<file path="src/rtl/ram_arbiter.sv">
// ram_arbiter: two-master arbiter and sequencer for a single-port RAM.
// Each transaction runs IDLE -> ACCESS -> CAPTURE -> RESP. The grant, the
// RAM strobes, the captured read data and the ack pulse are all registered.
module ram_arbiter #(
  parameter int ADDR_W     = 12,
  parameter int DATA_W     = 16,
  parameter int FIXED_PRIO = 0
) (
  input  logic              clk,
  input  logic              rst_n,
  // master 0 (instruction fetch)
  input  logic              m0_req,
  input  logic              m0_we,
  input  logic [ADDR_W-1:0] m0_addr,
  input  logic [DATA_W-1:0] m0_wdata,
  output logic              m0_ack,
  output logic [DATA_W-1:0] m0_rdata,
  // master 1 (load/store or debug)
  input  logic              m1_req,
  input  logic              m1_we,
  input  logic [ADDR_W-1:0] m1_addr,
  input  logic [DATA_W-1:0] m1_wdata,
  output logic              m1_ack,
  output logic [DATA_W-1:0] m1_rdata,
  // RAM port
  output logic [ADDR_W-1:0] ram_addr,
  output logic [DATA_W-1:0] ram_data_in,
  output logic              ram_we,
  output logic              ram_re,
  input  logic [DATA_W-1:0] ram_data_out,
  output logic              busy
);

  localparam logic [1:0] S_IDLE    = 2'd0;
  localparam logic [1:0] S_ACCESS  = 2'd1;
  localparam logic [1:0] S_CAPTURE = 2'd2;
  localparam logic [1:0] S_RESP    = 2'd3;

  logic [1:0]        state_q, state_d;
  logic              sel_q, sel_d;                 // id of the master being served
  logic              last_grant_q, last_grant_d;   // id of the most recent grant
  logic              we_lat_q, we_lat_d;           // latched direction of the transaction
  logic [ADDR_W-1:0] ram_addr_q, ram_addr_d;
  logic [DATA_W-1:0] ram_data_in_q, ram_data_in_d;
  logic              ram_we_q, ram_we_d;
  logic              ram_re_q, ram_re_d;
  logic              m0_ack_q, m0_ack_d;
  logic              m1_ack_q, m1_ack_d;
  logic              busy_q, busy_d;
  logic [DATA_W-1:0] m0_rdata_q, m0_rdata_d;
  logic [DATA_W-1:0] m1_rdata_q, m1_rdata_d;
  logic              grant_m1;

  // Choose the winner among the requests present this cycle.
  // On a tie in round-robin mode the master that was not granted last wins.
  always_comb begin
    grant_m1 = 1'b0;
    if (m0_req && m1_req) begin
      grant_m1 = (FIXED_PRIO != 0) ? 1'b0 : ~last_grant_q;
    end else begin
      grant_m1 = m1_req;
    end
  end

  // Next-state and registered-output logic of the transaction sequencer.
  always_comb begin
    state_d       = state_q;
    sel_d         = sel_q;
    last_grant_d  = last_grant_q;
    we_lat_d      = we_lat_q;
    ram_addr_d    = ram_addr_q;      // address/data hold between transactions
    ram_data_in_d = ram_data_in_q;
    ram_we_d      = 1'b0;            // strobes are only ever high in ACCESS
    ram_re_d      = 1'b0;
    m0_ack_d      = 1'b0;            // acks are single-cycle pulses
    m1_ack_d      = 1'b0;
    m0_rdata_d    = m0_rdata_q;
    m1_rdata_d    = m1_rdata_q;

    case (state_q)
      S_IDLE: begin
        if (m0_req || m1_req) begin
          sel_d         = grant_m1;
          last_grant_d  = grant_m1;
          we_lat_d      = grant_m1 ? m1_we : m0_we;
          ram_addr_d    = grant_m1 ? m1_addr : m0_addr;
          ram_data_in_d = grant_m1 ? m1_wdata : m0_wdata;
          ram_we_d      = grant_m1 ? m1_we : m0_we;
          ram_re_d      = grant_m1 ? ~m1_we : ~m0_we;
          state_d       = S_ACCESS;
        end
      end
      S_ACCESS: begin
        state_d = S_CAPTURE;
      end
      S_CAPTURE: begin
        // The RAM registered data_out on the edge that ended ACCESS.
        if (!we_lat_q) begin
          if (sel_q) begin
            m1_rdata_d = ram_data_out;
          end else begin
            m0_rdata_d = ram_data_out;
          end
        end
        m0_ack_d = ~sel_q;
        m1_ack_d = sel_q;
        state_d  = S_RESP;
      end
      default: begin
        state_d = S_IDLE;
      end
    endcase

    busy_d = (state_d != S_IDLE);
  end

  // State and output registers; reset aborts any transaction in flight.
  always_ff @(posedge clk or negedge rst_n) begin
    if (!rst_n) begin
      state_q       <= S_IDLE;
      sel_q         <= 1'b0;
      last_grant_q  <= 1'b1;   // so master 0 wins the first tie
      we_lat_q      <= 1'b0;
      ram_addr_q    <= '0;
      ram_data_in_q <= '0;
      ram_we_q      <= 1'b0;
      ram_re_q      <= 1'b0;
      m0_ack_q      <= 1'b0;
      m1_ack_q      <= 1'b0;
      busy_q        <= 1'b0;
      m0_rdata_q    <= '0;
      m1_rdata_q    <= '0;
    end else begin
      state_q       <= state_d;
      sel_q         <= sel_d;
      last_grant_q  <= last_grant_d;
      we_lat_q      <= we_lat_d;
      ram_addr_q    <= ram_addr_d;
      ram_data_in_q <= ram_data_in_d;
      ram_we_q      <= ram_we_d;
      ram_re_q      <= ram_re_d;
      m0_ack_q      <= m0_ack_d;
      m1_ack_q      <= m1_ack_d;
      busy_q        <= busy_d;
      m0_rdata_q    <= m0_rdata_d;
      m1_rdata_q    <= m1_rdata_d;
    end
  end

  assign ram_addr    = ram_addr_q;
  assign ram_data_in = ram_data_in_q;
  assign ram_we      = ram_we_q;
  assign ram_re      = ram_re_q;
  assign m0_ack      = m0_ack_q;
  assign m1_ack      = m1_ack_q;
  assign m0_rdata    = m0_rdata_q;
  assign m1_rdata    = m1_rdata_q;
  assign busy        = busy_q;

endmodule
</file>
<file path="config.mk">
export PLATFORM = sky130hd
export DESIGN_NAME = ram_arbiter
export DESIGN_NICKNAME = d
export VERILOG_FILES = /design/src/rtl/ram_arbiter.sv
export SDC_FILE = /design/constraint.sdc
export NUM_CORES = 1
export LEC_CHECK = 0
export ABC_AREA = 1
export BUFFER_PORTS_ARGS = -buffer_cell sky130_fd_sc_hd__clkbuf_2
export CAP_MARGIN = 20
export CORE_MARGIN = 5
export CORE_UTILIZATION = 47
export CTS_CLUSTER_SIZE = 20
export DETAILED_ROUTE_END_ITERATION = 16
export PLACE_DENSITY = 0.82
export SYNTH_ARGS = -nofsm -noshare
export SYNTH_HDL_FRONTEND = slang
export SYNTH_SLANG_ARGS = --single-unit
</file>
<file path="constraint.sdc">
create_clock -name clk -period 1.86 [get_ports clk]
set_input_delay 0.186 -clock clk [delete_from_list [all_inputs] [get_ports clk]]
set_output_delay 0.186 -clock clk [all_outputs]
set_load 0.02 [all_outputs]
</file>
# After elaboration in Yosys (flattened, before gate mapping)
# Index checks and enable logic that the tools add are counted.
totals:
  regBits: 70
  inputBits: 78
  out_inout_bits: 65
  word_cells: 40
classes:
  eq_ne: 2
  mux: 13
  n_bitwise: 5
  n_reduce_logical: 7
ops:
  columns: ["operator", "count"]
  rows:
  - ["16-bit two-way mux", 1]
  - ["12-bit two-way mux", 1]
  - ["1-bit two-way mux", 9]
  - ["2-bit one-hot mux with 3 select lines", 1]
  - ["3-bit AND reduction", 2]
  - ["1-bit inverter", 5]
  - ["2-bit by 1-bit == test with 1-bit output, second input constant", 1]
  - ["2-bit == test, second input constant", 1]
  - ["2-bit zero test", 1]
  - ["2-bit two-way mux", 1]
  - ["2-bit AND reduction", 1]
  - ["2-bit nonzero test", 1]
  - ["1-bit logical AND", 1]
  - ["1-bit logical OR", 1]

# Longest topological paths before layout
# Gate-level depths: netlist (run 1).
depth:
  word_depth: 5
  mapped_depth: 8
  mapped_depth_nobuf: 7

# Least setup slack after synthesis (run 1)
# OpenSTA, ideal clock, no wires.
synth_path:
  kind: "reg2reg"
  startpoint: "register state_q[0]"
  endpoint: "register m0_rdata_q[3] (netlist: m0_rdata[3])"
  setup_time_ns: 0.130
  t_arrival_ns: 1.157
  t_required_ns: 1.730
  path_slack_ns: 0.573
  stages_incl_launch_ff: 9
  synth_period_minus_slack_ns: 1.287
  path_cell_list: "dfrtp_1 > inv_1 > ha_1 > inv_1 > nor2_1 > nand2_1 > clkbuf_1 > nand2_1 > o21ai_0"
synth_between:
  elab_chain_len: 2
synth_rtl:
  columns: ["element", "line_no", "text"]
  rows:
  - ["start, declared", "39", "logic [1:0] state_q, state_d;"]
  - ["start signal, assigned", "134", "state_q <= state_d;"]
  - ["2-bit == test", "80", "case (state_q)"]
  - ["3-bit AND reduction (no source line)", null, null]
  - ["end signal, assigned", "145", "m0_rdata_q <= m0_rdata_d;"]
  - ["end, declared", "50", "logic [DATA_W-1:0] m0_rdata_q, m0_rdata_d;"]
# Every way passes these cells.
# A chain may end at the register's enable or synchronous reset.

# Worst setup path after layout (run 1)
layout_path:
  startpoint: "register state_q[1]"
  endpoint: "register ram_addr_q[9] (netlist: ram_addr[9])"
layout_between:
  elab_chain_len: 2
layout_rtl:
  columns: ["element", "line_no", "text"]
  rows:
  - ["2-bit zero test", "80", null]
  - ["2-bit AND reduction (no source line)", null, null]
  - ["end signal, assigned", "138", "ram_addr_q <= ram_addr_d;"]
  - ["end, declared", "43", "logic [ADDR_W-1:0] ram_addr_q, ram_addr_d;"]
# Every way passes these cells.

==> flow_summary.ini, run 1 <==
[place]
place_area_sq_mm = 0.00395
place_congestion = 0.767
portBuffers = 142
dpl.hpwl_microns = 5990
dp_cells = 613

[power]
switching_share_pct = 44.4
cell_internal_pwr_mw = 3.89
leakage_nw = 2.58
power.switching_mw = 3.10
pwr_density_cell_mw_per_mm2 = 1700
pwr-share-comb_pct = 45.9
p_clk_share_pct = 15.0
p_seq_share_pct = 39.1
peakVddDrop_v = 0.000621
total_power_mw = 7.00

[synthesis]
syn_area_sq_mm = 0.00317
ys_seq_elements = 70
synthFlopType = dfrtp_1
syn_nets = 484
yosysWarningCount = 0
syn_area_per_cell_sq_um = 7.85
synth_cell_types = 16
synthMostInstantiatedCell = nand2_1
synth_largest_area_cell = dfrtp_1
synth_top_area_share_pct = 54.5
syn-instance-count = 404
ys_seq_area_share_pct = 55.3
synth.top_cells.by_count = nand2_1, inv_1, dfrtp_1, nand3_1, o21ai_0
async_reset_ff_share_pct = 100
synth_area_leaders = dfrtp_1, nand2_1, inv_1, nand3_1, o21ai_0
synth_edf_count = 0

[route]
top_layer_used = met4
post_drt_via_cell_ratio = 4.75
route.met3.wl_microns = 368
wl_met1_microns = 3030
antenna_left = 0
first_pass_iters = 4
vias = 2985
detailedRoute.firstIterationViolations = 122
wl_per_cell_microns = 12.5
drc = 0
wl_met2_microns = 4290
wl_microns = 7870

[global_route]
antenna_found_initial = 0
grt_max_degree = 71
grt_usage_pct = 19.4
gr-total-overflow = 0
grt_pass1_wl_microns = 13400
grt_pass1_vias = 2933

[floorplanning]
row_count = 30
die-height_microns = 92.1
dieArea_sq_mm = 0.00849
core_sq_mm = 0.00668
start_util_pct = 47.5
die-width_microns = 92.1
pin_count = 143

[sta]
hold_viol = 0
timing.slew.headroom_pct = 65.8
setup_violations = 0
period_share_pct = 78.2
worst_slew_pin_slew_ns = 0.512
clock.fmax_mhz = 687
drv_slew = 0
finalClockSkew_ns = 0.00878
rsz0062_at_grt = false
period_needed_ns = 1.45
setup_tns_ns = 0

[clock_network]
clockBufferDepth = 2
cts_max_level = 3
cts_buffers = 9
clk_latency_ns = 0.33
clock-sinks = 70
cts_tree = built
clkSlewWorstSetupHoldPaths_ns = 0.07
cts_root_buf = clkbuf_8

[setup_path]
crit_start = state_q[1]
crit_path_end_kind = register
required_ns = 2.12
slowest_stage = dfrtp_1
crit_path_end = ram_addr[9]
cpPeakStageDelay_ns = 0.39
criticalPathCategory = register to register
arrival_ns = 1.72
rr_worst_depth = 7
worstSetupStartpointType = register
r2r-end = ram_addr[9]
crit_fanout = 32
worstPathCellList = inv_1, ha_1, inv_1, nor2_2, inv_2, nand2_1, nand2_1
reg2reg_slack_ns = 0.41
r2r_start = state_q[1]

[layout]
seq_area_sq_mm = 0.00175
n_antenna_cell = 0
nFillCells = 638
finish.net_count = 625
multi_input_area_sq_mm = 0.00101
drive_gt1_share_pct = 30.1
finalNonFillerCells = 629
syn_to_final_growth_pct = 30.2
post-route-cell-area_sq_mm = 0.00413

[outcome]
outcome = finished, final reports clean

[flow_run]
cap_violations = 0

[worst_hold_path]
hold_path.class = input port to register
critical path, delay by kind of cell, from the launching register on:
| kind | cells | cell delay (ns) |
|---|---|---|
| fa+ha+maj | 1 | 0.19 |
| buf+inv | 3 | 0.54 |
| flops | 1 | 0.39 |
| simple gates | 3 | 0.27 |
kinds of logic after synthesis:
| logic type | share of synthesized area (%) |
|---|---|
| AO/OA/AOI/OAI | 5.21 |
| buffers and inverters | 13.0 |
| flip-flops | 55.3 |
| AND/OR/NAND/NOR | 25.7 |
| adder cells (fa/ha/maj) | 0.789 |
sequential cells by signal, indices dropped and copies added (netlist names):
register      flops
busy              1
ram_we            1
m1_rdata         16
ram_addr         12
state_q           2
m0_rdata         16
m1_ack            1
sel_q             1
ram_data_in      16
m0_ack            1
we_lat_q          1
last_grant_q      1
ram_re            1
routing by layer:
layer	global-route usage, %	vias up
met3	3.12	14
li1	-	1497
met4	8.17	0
met1	22.8	1390
met5	0	-
met2	35.0	84
repair_timing:
action                    in CTS  in global routing
hold buffers                   1                  0
gates resized for setup        0                  0
setup buffers                  0                  0
hold endpoints to repair      69                  0
placed cells by master, fill, tap and decap left out, types with 2 or more instances in the layout:
cell / Yosys / final
clkbuf_2: 0 / 141
nand2_1: 132 / 132
inv_1: 81 / 81
dfrtp_1: 69 / 69
nand3_1: 59 / 59
o21ai_0: 32 / 32
clkbuf_8: 0 / 11
buf_4: 2 / 7
nor2_1: 3 / 3
clkbuf_1: 10 / 3
ha_1: 2 / 2
cell type report:
class / instances / share of cell area [%]
tap: 80 / 2.42
timing repair buffer: 151 / 19.2
multi-input combinational: 231 / 24.4
inverter: 82 / 7.46
clock inverter: 1 / 0.121
clock buffer: 14 / 3.94
sequential: 70 / 42.5
metrics by stage:
stage | setup slack, ns | utilization (%) | hold WS [ns]
floorplan | 0.573 | - | -0.110
global placement | 0.478 | 59.1 | 0.230
detailed placement | 0.404 | 59.1 | 0.236
CTS | 0.388 | 61.8 | 0.0939
global route | 0.240 | 61.8 | 0.108
finish | 0.405 | 61.8 | 0.0981
power groups by stage:
stage | Clock [mW] | Combinational [mW] | Sequential, mW
global placement | 0 | 3.14 | 2.73
global route | 1.15 | 3.58 | 2.83
finish | 1.05 | 3.21 | 2.74
floorplan | 0 | 1.27 | 3.53
detailed placement | 0 | 3.26 | 2.75
CTS | 1.08 | 3.25 | 2.74
worst min path at each step:
stage / endpoint / cells past startpoint / from / slack [ns]
6_report: m0_rdata[4] / 3 / ram_data_out[4] / 0.1
5_1_grt: m0_rdata[2] / 3 / ram_data_out[2] / 0.11
4_1_cts: m1_rdata[4] / 3 / ram_data_out[4] / 0.09
3_5_place_dp: m1_rdata[1] / 2 / rst_n / 0.24
3_3_place_gp: m1_rdata[1] / 2 / rst_n / 0.23
2_1_floorplan: busy / 0 / rst_n / -0.11
No activity file was read; power rests on OpenSTA's default activity.
==> run 2: changes to the inputs <==
--- a/config.mk
+++ b/config.mk
@@ -9,10 +9,10 @@
 export BUFFER_PORTS_ARGS = -buffer_cell sky130_fd_sc_hd__clkbuf_2
 export CAP_MARGIN = 20
 export CORE_MARGIN = 5
-export CORE_UTILIZATION = 47
+export CORE_UTILIZATION = 42
 export CTS_CLUSTER_SIZE = 20
 export DETAILED_ROUTE_END_ITERATION = 16
-export PLACE_DENSITY = 0.82
+export PLACE_DENSITY = 0.78
 export SYNTH_ARGS = -nofsm -noshare
 export SYNTH_HDL_FRONTEND = slang
 export SYNTH_SLANG_ARGS = --single-unit
==> constraint.sdc (replaced) <==
create_clock -name clk -period 1.2 [get_ports clk]
set_input_delay 0.12 -clock clk [delete_from_list [all_inputs] [get_ports clk]]
set_output_delay 0.12 -clock clk [all_outputs]
set_load 0.02 [all_outputs]
==> flow_summary.ini, run 2 (synthesis gave the netlist of run 1 again) <==
[setup_path]
r2r_start = state_q[0]
crit_family = flip-flops
reg2reg_slack_ns = -0.14
cpPeakStageDelay_ns = 0.38
slowest_stage = dfrtp_1
cp.buffers_inverters = 3
worstSetupStartpointType = register
criticalPathCategory = register to register
crit_path_end_kind = register
required_ns = 1.41
arrival_ns = 1.55
worstPathCellList = inv_2, ha_2, inv_1, nor2_4, nand2_4, clkbuf_16, nand2_1, o21ai_0
crit_fanout = 8
rr_worst_depth = 8
r2r-end = m0_rdata[2]

[flow_run]
cap_violations = 0

[clock_network]
clkSlewWorstSetupHoldPaths_ns = 0.09
cts_max_level = 3
clk_latency_ns = 0.34
cts_buffers = 9
clock-sinks = 70
cts_tree = built
clockBufferDepth = 2
cts_root_buf = clkbuf_8

[floorplanning]
pin_count = 143
die-height_microns = 96.9
row_count = 31
die-width_microns = 96.9
start_util_pct = 43.5
dieArea_sq_mm = 0.00939
core_sq_mm = 0.00729

[sta]
fin_ws_ns = -0.143
timing.slew.headroom_pct = 76.0
hold_viol = 0
period_share_pct = 112
drv_slew = 0
period_needed_ns = 1.34
finalClockSkew_ns = 0.0113
worst_slew_pin_slew_ns = 0.361
clock.fmax_mhz = 745
rsz0062_at_grt = true
setup_violations = 65

[worst_hold_path]
whs_endpoint = m1_rdata[7]
hp-start = ram_data_out[7]
hold_path.class = input port to register
min_path_cells = 3

[layout]
n_antenna_cell = 0
post-route-cell-area_sq_mm = 0.00458
final_cell_mix = clkbuf_2, nand2_1, inv_1
syn_to_final_growth_pct = 44.3
final_common_cell = clkbuf_2
drive_gt1_share_pct = 36.9
finish.net_count = 641

[place]
portBuffers = 142
place_congestion = 0.802
dpl.hpwl_microns = 5910
pre_cts_slack_ns = -0.238
place_area_sq_mm = 0.00404

[global_route]
grt_pass1_wl_microns = 13800
grt_usage_pct = 17.6
grt_max_degree = 71
gr-total-overflow = 0
grt_pass1_vias = 3073
antenna_found_initial = 0

[power]
peakVddDrop_v = 0.00118
leakage_nw = 2.77
pwr_density_cell_mw_per_mm2 = 2760
total_power_mw = 12.6

[route]
antenna_left = 0
post_drt_via_cell_ratio = 4.68
detailedRoute.firstIterationViolations = 155
drc = 0
wl_microns = 8930
wl_per_cell_microns = 13.4
first_pass_iters = 4
vias = 3114

[outcome]
violations = negative setup slack
outcome = finished, violations left
## run 2: cell count changes in the layout (fill, tap and decap cells not counted), sizes merged
| cell | before | now |
|---|---|---|
| inv | 82 | 84 |
| clkinvlp | 0 | 1 |
| bufinv | 0 | 3 |
| buf | 9 | 21 |
| clkbuf | 155 | 154 |
## run 2: tightest hold or removal path, cell delays in order
cell and delay (ns):
clkbuf_2 0.08, inv_1 0.06, o21ai_1 0.07
## run 2: layout make-up
type	instances	area [sq um]
Clock buffer	9	124
Clock inverter	7	120
Fill cell	651	2720
Inverter	82	320
Multi-Input combinational cell	231	1090
Sequential cell	70	1750
Tap cell	99	124
Timing Repair Buffer	167	1040
## run 2: through the flow
step | TNS, ns | hold slack [ns] | util (%) | std cells
6_report | -6.48 | 0.0147 | 62.7 | 665
5_1_grt | -10.89 | 0.0129 | 62.7 | 665
4_1_cts | -5.24 | 0.0152 | 59.7 | 657
3_5_place_dp | -8.33 | 0.175 | 55.5 | 638
3_3_place_gp | -5.23 | 0.169 | 55.5 | 638
2_1_floorplan | -0.593 | -0.176 | - | 404
## run 2: what timing repair did
item                                   CTS  global route
resized for setup                       12            38
endpoints found under the hold margin   69             0
gates cloned                             1             6
hold buffers                             1             0
setup endpoints to repair               65            65
setup buffers                            1             2
pin swaps                                1             8
## run 2: routing by layer
metal / GRT usage (%) / wire length (microns) / up-vias
li1: - / - / 1533
met1: 22.6 / 3760 / 1442
met2: 29.3 / 4450 / 125
met3: 3.88 / 575 / 14
met4: 6.48 / 141 / 0
met5: 0 / 0 / -
## run 2: how the worst max path moves through the flow
stage | end | cells past startpoint | startpoint
2_1_floorplan | m0_rdata[10] | 8 | state_q[0]
4_1_cts | m0_rdata[6] | 8 | state_q[0]
5_1_grt | m0_rdata[0] | 8 | state_q[0]
6_report | m0_rdata[2] | 8 | state_q[0]
3_3_place_gp | ram_re | 6 | state_q[1]
3_5_place_dp | ram_data_in[3] | 7 | state_q[1]
## run 2: power by group
part	total [mW]	leakage [nW]	internal, mW	switching, mW
clock network	2.32	0.120	1.39	0.926
registers	4.26	0.855	3.55	0.704
logic	6.04	1.80	2.27	3.77
total	12.6	2.77	7.22	5.40
==> run 3: changes to the inputs <==
--- a/config.mk
+++ b/config.mk
@@ -12,7 +12,7 @@
 export CORE_UTILIZATION = 42
 export CTS_CLUSTER_SIZE = 20
 export DETAILED_ROUTE_END_ITERATION = 16
-export PLACE_DENSITY = 0.78
+export PLACE_DENSITY = 0.76
 export SYNTH_ARGS = -nofsm -noshare
 export SYNTH_HDL_FRONTEND = slang
 export SYNTH_SLANG_ARGS = --single-unit
==> flow_summary.ini, run 3 (synthesis gave the netlist of run 1 again) <==
[place]
portBuffers = 142
dpl.hpwl_microns = 6340
place_congestion = 0.827
dp_cells = 642

[sta]
fin_ws_ns = -0.158
period_needed_ns = 1.36
worst_slew_pin_slew_ns = 0.259
hold_viol = 0
rsz0062_at_grt = true
setup_tns_ns = -5.87
setup_violations = 65
timing.slew.headroom_pct = 82.7
finalClockSkew_ns = 0.0131
period_share_pct = 113
drv_slew = 0
clock.fmax_mhz = 736

[clock_network]
clock-sinks = 70
clkSlewWorstSetupHoldPaths_ns = 0.09
clockBufferDepth = 2
clk_latency_ns = 0.35
cts_root_buf = clkbuf_8
cts_tree = built
cts_max_level = 3
cts_buffers = 9

[global_route]
met1_usage_pct = 24.9
gr-total-overflow = 0
grt-busiest-layer = met2
grt_pass1_vias = 3318
grt_max_degree = 33
antenna_found_initial = 0
met3_usage_pct = 4.82
use_met2_pct = 37.0
grt_pass1_wl_microns = 16000
grt_usage_pct = 21.1

[floorplanning]
start_util_pct = 43.5
core_sq_mm = 0.00729
dieArea_sq_mm = 0.00939
die-height_microns = 96.9
row_count = 31
pin_count = 143
die-width_microns = 96.9

[layout]
drive_gt1_share_pct = 42.6
seq_area_sq_mm = 0.00175
syn_to_final_growth_pct = 51.9
final_common_cell = clkbuf_2
finalNonFillerCells = 676
multi_input_area_sq_mm = 0.00125
n_antenna_cell = 0
nFillCells = 619
finish.net_count = 652
final_cell_mix = clkbuf_2, nand2_1, inv_1

[outcome]
violations = negative setup slack
outcome = finished, violations left

[route]
first_pass_iters = 6
post_drt_via_cell_ratio = 4.74
drc = 0
detailedRoute.firstIterationViolations = 111
wl_per_cell_microns = 15.0
vias = 3201
wl_microns = 10100
antenna_left = 0

[worst_hold_path]
hold_path.class = input port to register

[power]
switching_share_pct = 45.0
cell_internal_pwr_mw = 7.30
p_seq_share_pct = 33.3
power.switching_mw = 5.99
pwr-share-comb_pct = 52.2
peakVddDrop_v = 0.000949
p_clk_share_pct = 14.5
leakage_nw = 2.86
pwr_density_cell_mw_per_mm2 = 2760

[setup_path]
worstSetupStartpointType = register
required_ns = 1.46
worstPathCellList = buf_4, ha_4, nand2_2, inv_4, nand2_8, buf_12, nand2_1, o21ai_1
crit_path_end_kind = register
crit_family = flip-flops
cpPeakStageDelay_ns = 0.39
slowest_stage = dfrtp_1
criticalPathCategory = register to register
arrival_ns = 1.61
crit_fanout = 8
cp.buffers_inverters = 3

[flow_run]
cap_violations = 0
run 3: power by group through the flow:
stage	Sequential (mW)	Combinational [mW]	Clock (mW)
2_1_floorplan	5.47	2.08	0
3_5_place_dp	4.23	5.29	0
6_report	4.43	6.93	1.93
5_1_grt	4.54	7.50	2.06
4_1_cts	4.29	6.39	1.94
3_3_place_gp	4.24	5.09	0
run 3: worst register-to-register path: cells and delay by family (launching register included):
kind / cells / cell delay, ns
buf+inv: 3 / 0.35
compound gates: 1 / 0.12
simple gates: 3 / 0.26
flops: 1 / 0.39
fa+ha+maj: 1 / 0.16
run 3: final timing paths:
| path | startpoint | to | slack [ns] | cells after the start |
|---|---|---|---|---|
| max | state_q[1] | m1_rdata[2] | -0.16 | 8 |
| min | ram_data_out[7] | m0_rdata[7] | 0.01 | 3 |
| max reg2reg | state_q[1] | m1_rdata[2] | -0.16 | 8 |
| min reg2reg | last_grant_q | last_grant_q | 0.48 | 2 |
| max in group asynchronous | rst_n | ram_addr[7] | 0.59 | 3 |
| min in group asynchronous | rst_n | m1_ack | 0.16 | 2 |
run 3: layer usage:
| layer | vias to the layer above | routed length (microns) |
|---|---|---|
| li1 | 1558 | - |
| met1 | 1507 | 4010 |
| met2 | 121 | 5380 |
| met3 | 15 | 562 |
| met4 | 0 | 193 |
| met5 | - | 0 |
run 3: final cells by class:
type	count	share of cell area, %
flip-flops and latches	70	36.4
multi-input cells	231	26.0
repair buffers	178	24.3
inverters	82	6.70
clock buffers	9	2.57
well taps	99	2.57
clock inverters	7	1.53
run 3: timing repair:
action                     CTS  global route
buffers inserted             5             2
pin swaps                    0             3
resized for setup           85            34
hold buffers                 3             0
gates cloned                 7             1
hold endpoints to repair    72             0
setup endpoints to repair   65            67
run 3: per-stage QoR:
stage	instance area, sq um	power (mW)	util, %	setup slack, ns	hold slack, ns
final	4820	13.3	66.0	-0.158	0.0136
after floorplan	3210	7.55	-	-0.0258	-0.176
after global placement	4080	9.33	55.9	-0.135	-0.0222
after CTS	4650	12.6	63.7	-0.139	0.00228
after detailed placement	4080	9.53	55.9	-0.226	-0.0160
after global routing	4820	14.1	66.0	-0.207	0.0111
